**src/rtl/dmem_byte_merge.sv**
```systemverilog
// dmem_byte_merge
// Combinational byte-lane merge: each enabled lane takes the write data byte,
// every other lane keeps the old word's byte.
//   old_word [31:0] in  : current memory word
//   wdata    [31:0] in  : lane-aligned write data
//   byteen   [3:0]  in  : lane enables, bit i selects bits [8i+7:8i]
//   new_word [31:0] out : merged word
module dmem_byte_merge (
  input  logic [31:0] old_word,
  input  logic [31:0] wdata,
  input  logic [3:0]  byteen,
  output logic [31:0] new_word
);

  always_comb begin
    new_word = old_word;
    for (int i = 0; i < 4; i++) begin
      if (byteen[i]) new_word[8*i +: 8] = wdata[8*i +: 8];
    end
  end

endmodule

```
**config.mk**
```make
export PLATFORM = sky130hd
export DESIGN_NAME = dmem_byte_merge
export DESIGN_NICKNAME = d
export VERILOG_FILES = /design/src/rtl/dmem_byte_merge.sv
export SDC_FILE = /design/constraint.sdc
export NUM_CORES = 1
export LEC_CHECK = 0
export ABC_AREA = 1
export CAP_MARGIN = 15
export CORE_MARGIN = 4
export CORE_UTILIZATION = 16
export DETAILED_ROUTE_END_ITERATION = 10
export PLACE_DENSITY = 0.81
export SYNTH_ARGS = -nofsm -noshare
export SYNTH_HDL_FRONTEND = slang
export SYNTH_SLANG_ARGS = --single-unit
```
**constraint.sdc**
```tcl
create_clock -name vclk -period 0.8
set_input_delay 0.16 -clock vclk [all_inputs]
set_output_delay 0.16 -clock vclk [all_outputs]
set_load 0.01 [all_outputs]
```
# [After elaboration in Yosys (flattened, before gate mapping)]
# Cells that the tools add are included.
[totals] reg_bits=0 out_inout_bits=32 elab_cells=4
[op_classes] muxes=4
[op_table] op="$mux 8" count=4

# [Depth between registers and ports, before layout]
# Gate-level depths: netlist of the first run.
[logic_depth] depth_word=1 depth_mapped=4

# [Worst setup path before layout of the first run]
# No wires, ideal clock.
[synth_timing] path_kind="input to output" startpoint="in byteen[0]" endpoint="out new_word[0]" t_arrival_ps=505 required_time_ps=640 slack_ps=135 stages=4 path_buffers=1 path_cell_list="buf_6 -> inv_2 -> nand2_1 -> nand2_1"
[synth_between] elab_chain_cells=1
[synth_rtl] item="start: declaration" line="11" rtl="input logic [3:0] byteen,"
[synth_rtl] item="$mux 8" line="18" rtl="if (byteen[i]) new_word[8*i +: 8] = wdata[8*i +: 8];"
[synth_rtl] item="end: declaration" line="12" rtl="output logic [31:0] new_word"
# Every way passes these cells.

# [Final worst setup path of the first run]
[layout_timing] startpoint="in wdata[21]" endpoint="out new_word[21]"
[layout_between] elab_chain_cells=1
[layout_rtl] item="start: declaration" line="10" rtl="input logic [31:0] wdata,"
[layout_rtl] item="$mux 8" line="18"
# Every way passes these cells.

==> results of run 1 <==
==> synthesized netlist by cell type <==
master,n
sky130_fd_sc_hd__buf_6,4
sky130_fd_sc_hd__inv_2,4
sky130_fd_sc_hd__nand2_1,96
==> what timing repair did <==
item / 4_1_cts / 5_1_grt
setup buffers: 1 / 0
setup endpoints to repair: 32 / 29
resized for setup: 233 / 45
pin swaps: 51 / 60
==> cell families after synthesis <==
kind of cell	count (synthesis)
buffers and inverters	8
and+or+nand+nor	96
==> cell type report <==
class                      count  share of cell area, %
inverter                       4                   2.18
multi-input combinational     96                   28.0
tap                           30                   2.73
timing repair buffer         105                   67.1
==> metrics by stage <==
stage	TNS, ps	setup WS (ps)
3_3_place_gp	-27210	-888
5_1_grt	-31.2	-18.4
4_1_cts	0	3.47
6_report	0	7.34
3_5_place_dp	-27810	-965
2_1_floorplan	0	135
==> power by group through the flow <==
stage / Clock, mW / Combinational, mW / Sequential (mW)
2_1_floorplan: 0 / 0.245 / 0
5_1_grt: 0 / 0.773 / 0
3_3_place_gp: 0 / 0.838 / 0
6_report: 0 / 0.705 / 0
3_5_place_dp: 0 / 0.843 / 0
4_1_cts: 0 / 0.654 / 0
==> per-layer routing <==
layer | up-vias | routed length (um) | share of wire, % | global-route usage [%]
met5 | - | 0 | 0 | 0
met4 | 0 | 29 | 1.2 | 0.971
met3 | 2 | 445 | 18 | 6.97
met2 | 67 | 1140 | 47 | 23.6
met1 | 366 | 795 | 33 | 12.1
li1 | 510 | - | - | -
==> critical path, stage by stage <==
cell and delay, ps:
sky130_fd_sc_hd__dlygate4sd2_1 240, sky130_fd_sc_hd__nand2_2 50, sky130_fd_sc_hd__nand2_1 40, sky130_fd_sc_hd__buf_2 130
==> worst paths after layout <==
kind	startpoint	to	slack [ps]
worst min-delay path	byteen[2]	new_word[20]	620
worst max-delay path	wdata[21]	new_word[21]	7
==> out/summary.json, run 1 <==
{
  "place_inst": {"value": 235},
  "p_seq_share": {"value": 0, "unit": "%"},
  "cell_variety_after_synth": {"value": 3},
  "p_int": {"value": 413, "unit": "uW"},
  "clkPwrFrac": {"value": 0, "unit": "%"},
  "final_antenna_net_count": {"value": 0},
  "criticalPathCategory": {"value": "in -> out"},
  "wire_length_of_the_first_global_routing_pass": {"value": 3.59, "unit": "mm"},
  "p_leak": {"value": 0.829, "unit": "nW"},
  "postSynthNetCount": {"value": 172},
  "finish.utilization": {"value": 55.1, "unit": "%"},
  "post-dp-hpwl": {"value": 2.14, "unit": "mm"},
  "fin_worst_hold_slack": {"value": 624, "unit": "ps"},
  "io_pins": {"value": 100},
  "ir_worst_vdd": {"value": 0.293, "unit": "mV"},
  "total_power": {"value": 705, "unit": "uW"},
  "synth.area.top_cells": {"value": "sky130_fd_sc_hd__nand2_1 86%, sky130_fd_sc_hd__buf_6 11%, sky130_fd_sc_hd__inv_2 3.6%"},
  "power.combinational.fraction": {"value": 100.0, "unit": "%"},
  "placement.cell_area": {"value": 1450, "unit": "um^2"},
  "postLayoutCellArea": {"value": 1380, "unit": "um^2"},
  "drive_gt1_share": {"value": 26.8, "unit": "%"},
  "final_nets": {"value": 275},
  "basic_gate_share_of_the_synthesized_area_counting_and_or_nand_and_nor_cells": {"value": 85.7, "unit": "%"},
  "hold_buffers": {"value": 0},
  "die-width": {"value": 59.3, "unit": "um"},
  "clock_buf_count": {"value": 0},
  "antennaDiodeCount": {"value": 0},
  "filler_cell_count": {"value": 271},
  "netlist.area_leader.share": {"value": 85.7, "unit": "%"},
  "antenna_violations_before_repair": {"value": 0},
  "xor_xnor_fraction_of_synth_area": {"value": 0, "unit": "%"},
  "slew-limit-headroom": {"value": 94.8, "unit": "%"},
  "setup.worst_path.start_class": {"value": "input port"},
  "synth_seq_area_share": {"value": 0, "unit": "%"},
  "status": {"value": "complete, no violations"},
  "routed_wire_length_per_instance": {"value": 10.3, "unit": "um"},
  "post-route-period-util": {"value": 99.1, "unit": "%"},
  "maxSlewViolCount": {"value": 0},
  "via_count_of_the_first_global_routing_pass": {"value": 915},
  "route.detailed.vias_per_inst": {"value": 4.02},
  "placeableCoreArea": {"value": 2500, "unit": "um^2"},
  "floorplan.die_area": {"value": 3510, "unit": "um^2"},
  "die_height": {"value": 59.3, "unit": "um"},
  "min_period": {"value": 793, "unit": "ps"},
  "max_cap_viol_count": {"value": 0},
  "cp_max_fo": {"value": 1},
  "power.density": {"value": 512, "unit": "nW/um^2"},
  "final_cell_mix": {"value": "86 x sky130_fd_sc_hd__nand2_1, 36 x sky130_fd_sc_hd__dlygate4sd2_1, 28 x sky130_fd_sc_hd__clkdlybuf4s15_1"},
  "flops_and_latches": {"value": 0},
  "arithmetic_cell_share_of_the_synthesized_area_counting_full_adders_half_adders_and_majority_gates": {"value": 0, "unit": "%"},
  "synthesis.area": {"value": 420, "unit": "um^2"},
  "synth_compound_gate_area_share": {"value": 0, "unit": "%"},
  "multiplexer_fraction_of_the_synthesized_cell_area": {"value": 0, "unit": "%"},
  "hold_path_depth": {"value": 4},
  "remaining_drc_errors": {"value": 0},
  "layout.cells.most_common": {"value": "sky130_fd_sc_hd__nand2_1"},
  "power_switching": {"value": 292, "unit": "uW"},
  "initialDrtViolationCount": {"value": 10},
  "synth-warning-count": {"value": 0},
  "post_layout_nonfiller_instances": {"value": 235},
  "synthesis_to_layout_area_growth": {"value": 227, "unit": "%"},
  "p_sw_share": {"value": 41.4, "unit": "%"},
  "gr-total-overflow": {"value": 0},
  "min_path_type": {"value": "in -> out"},
  "synthesis.instances": {"value": 104},
  "worstSetupEndpointType": {"value": "output port"},
  "timing.critical_path.required": {"value": 640, "unit": "ps"},
  "fmax": {"value": 1260, "unit": "MHz"},
  "io_buffer_count": {"value": 100},
  "start_util": {"value": 16.8, "unit": "%"},
  "core.rowCount": {"value": 18},
  "gr-usage-all-layers": {"value": 12.4, "unit": "%"},
  "detail_route.first_pass.iterations": {"value": 4},
  "main_combinational_cell_family_by_area_after_synthesis": {"value": "simple AND/OR/NAND/NOR gates"},
  "setup_viol_count_final": {"value": 0},
  "sequential_cell_area": {"value": 0, "unit": "um^2"},
  "place_congestion": {"value": 0.723},
  "final_hold_fails": {"value": 0},
  "mean_instance_size_in_the_synthesized_netlist": {"value": 4.04, "unit": "um^2"},
  "dr_total_vias": {"value": 945},
  "unrepaired_setup_endpoints_after_global_routing": {"value": "true"},
  "wire_length_after_detailed_routing": {"value": 2.41, "unit": "mm"},
  "timing_worst_slew_pin_value": {"value": 78.2, "unit": "ps"},
  "synth_top_area_cell": {"value": "sky130_fd_sc_hd__nand2_1"},
  "timing.critical_path.arrival": {"value": 630, "unit": "ps"},
  "multiInputGateArea": {"value": 385, "unit": "um^2"},
  "maximum_number_of_pins_on_one_net_before_global_route_repair": {"value": 10}
}
Note: power is estimated with default switching activity, not from simulation.
==> run 2: changes to the inputs <==
CORE_MARGIN = default   (was 4)
==> out/summary.json, run 2 (synthesis results as in run 1) <==
{
  "place_inst": {"value": 235, "change": "unchanged"},
  "cp_max_fo": {"value": 4, "change": "+3"},
  "antennaDiodeCount": {"value": 0, "change": "unchanged"},
  "unrepaired_setup_endpoints_after_global_routing": {"value": "true"},
  "status": {"value": "finished, violations left"},
  "timing.critical_path.arrival": {"value": 690, "unit": "ps", "change": "+60 ps"},
  "min_path_type": {"value": "in -> out"},
  "worstPathCellList": {"value": "buf_12 -> buf_6 -> nand2_1 -> nand2_2 -> buf_6"},
  "place_congestion": {"value": 0.645, "change": "-11%"},
  "criticalPathCategory": {"value": "in -> out"},
  "maximum_number_of_pins_on_one_net_before_global_route_repair": {"value": 10, "change": "unchanged"},
  "hold_buffers": {"value": 0, "change": "unchanged"},
  "worstSetupEndpointType": {"value": "output port"},
  "routed_wire_length_per_instance": {"value": 9.47, "unit": "um", "change": "-7.6%"},
  "slew-limit-headroom": {"value": 92.3, "unit": "%", "change": "-2.5 points"},
  "via_count_of_the_first_global_routing_pass": {"value": 842, "change": "-8.0%"},
  "setup_total_negative_slack": {"value": -84.5, "unit": "ps", "change": "-84.5 ps"},
  "gr-usage-all-layers": {"value": 14.1, "unit": "%", "change": "+1.7 points"},
  "remaining_drc_errors": {"value": 0, "change": "unchanged"},
  "cp.buffers_inverters": {"value": 3, "change": "+1"},
  "synthesis_to_layout_area_growth": {"value": 258, "unit": "%"},
  "postLayoutSetupSlackWorst": {"value": -48.8, "unit": "ps", "change": "-56.1 ps"},
  "final_nets": {"value": 278, "change": "+1.1%"},
  "start_util": {"value": 17.0, "unit": "%", "change": "+0.15 points"},
  "setup_viol_count_final": {"value": 5, "change": "+5"},
  "critical-path-top-cell-by-count": {"value": "sky130_fd_sc_hd__buf_6"},
  "timing.critical_path.required": {"value": 640, "unit": "ps", "change": "about the same"},
  "post-dp-hpwl": {"value": 1.79, "unit": "mm", "change": "-16%"},
  "startpoint": {"value": "byteen[3]"},
  "flops_and_latches": {"value": 0, "change": "unchanged"},
  "p_leak": {"value": 0.882, "unit": "nW", "change": "+6.4%"},
  "post-route-period-util": {"value": 106, "unit": "%", "change": "+7.0 points"},
  "fin_worst_hold_slack": {"value": 622, "unit": "ps", "change": "-2.67 ps"},
  "post_layout_nonfiller_instances": {"value": 238, "change": "+1.3%"},
  "io_pins": {"value": 100, "change": "unchanged"},
  "layout.cells.most_common": {"value": "sky130_fd_sc_hd__nand2_1"},
  "hold_path_startpoint": {"value": "byteen[0]"},
  "antenna_violations_before_repair": {"value": 0, "change": "unchanged"},
  "io_buffer_count": {"value": 100, "change": "unchanged"},
  "final_hold_fails": {"value": 0, "change": "unchanged"},
  "maxSlewViolCount": {"value": 0, "change": "unchanged"},
  "placeableCoreArea": {"value": 2480, "unit": "um^2", "change": "-0.90%"},
  "timing_worst_slew_pin_value": {"value": 115, "unit": "ps", "change": "+37.1 ps"},
  "violated_checks": {"value": "setup timing"},
  "die-width": {"value": 53.3, "unit": "um", "change": "-10%"},
  "final_antenna_net_count": {"value": 0, "change": "unchanged"},
  "drive_gt1_share": {"value": 35.6, "unit": "%", "change": "+8.7 points"},
  "sequential_cell_area": {"value": 0, "unit": "um^2", "change": "unchanged"},
  "ir_worst_vdd": {"value": 0.311, "unit": "mV", "change": "+6.0%"},
  "gr-total-overflow": {"value": 0, "change": "unchanged"},
  "dr_total_vias": {"value": 970, "change": "+2.6%"},
  "final_cell_mix": {"value": "70 x sky130_fd_sc_hd__nand2_1, 32 x sky130_fd_sc_hd__clkdlybuf4s15_1, 32 x sky130_fd_sc_hd__dlygate4sd2_1"},
  "wire_length_after_detailed_routing": {"value": 2.26, "unit": "mm", "change": "-6.4%"},
  "setup.worst_path.start_class": {"value": "input port"},
  "max_cap_viol_count": {"value": 0, "change": "unchanged"},
  "power.density": {"value": 515, "unit": "nW/um^2", "change": "+0.53%"},
  "timing.critical_path.max_delay_family": {"value": "buffers and inverters"},
  "initialDrtViolationCount": {"value": 8, "change": "-2"},
  "detail_route.first_pass.iterations": {"value": 4, "change": "unchanged"},
  "wire_length_of_the_first_global_routing_pass": {"value": 3.18, "unit": "mm", "change": "-11%"},
  "critical_path.max_stage_delay": {"value": 120, "unit": "ps", "change": "-120 ps"},
  "route.detailed.vias_per_inst": {"value": 4.08, "change": "+1.4%"},
  "die_height": {"value": 53.3, "unit": "um", "change": "-10%"},
  "fmax": {"value": 1180, "unit": "MHz", "change": "-6.6%"},
  "core.rowCount": {"value": 18, "change": "unchanged"},
  "placement.cell_area": {"value": 1450, "unit": "um^2", "change": "unchanged"},
  "total_power": {"value": 775, "unit": "uW", "change": "+9.9%"},
  "clock_buf_count": {"value": 0, "change": "unchanged"},
  "floorplan.die_area": {"value": 2840, "unit": "um^2", "change": "-19%"},
  "min_period": {"value": 849, "unit": "ps", "change": "+56.1 ps"},
  "postLayoutCellArea": {"value": 1510, "unit": "um^2", "change": "+9.4%"},
  "cpMaxStageDelayCell": {"value": "sky130_fd_sc_hd__buf_6"}
}
## run 2: timing repair
action                                  4_1_cts  5_1_grt
gates resized for setup                     230       80
endpoints found under the setup margin       32       31
buffers inserted                              3        0
pin swaps                                    55       58
## run 2: layer usage
metal / vias to the layer above / share of wire (%) / GRT usage [%]
li1: 518 / - / -
met1: 387 / 36 / 16.8
met2: 65 / 48 / 25.4
met3: 0 / 15 / 4.89
met4: 0 / 0 / 0
met5: - / 0 / 0
## run 2: final cells by class
class                           count  area (um^2)
Fill cell                         247          972
Inverter                            4         42.5
Multi-Input combinational cell     96          455
Tap cell                           30         37.5
Timing Repair Buffer              108          970
## run 2: where the power goes
part           total [mW]  leakage (nW)  internal, mW  switching (mW)
combinational       0.775         0.882         0.449           0.325
sequential              0             0             0               0
clock                   0             0             0               0
total               0.775         0.882         0.449           0.325
## run 2: final timing paths
path / cells after the start / slack, ps / endpoint
setup / recovery: 5 / -50 / new_word[27]
hold / removal: 4 / 620 / new_word[4]
## run 2: stage by stage
stage	utilization [%]	setup WS, ps
floorplan	-	135
global placement	58.6	-923
detailed placement	58.6	-935
CTS	52.2	-10.0
global route	60.8	-65.7
finish	60.8	-48.8
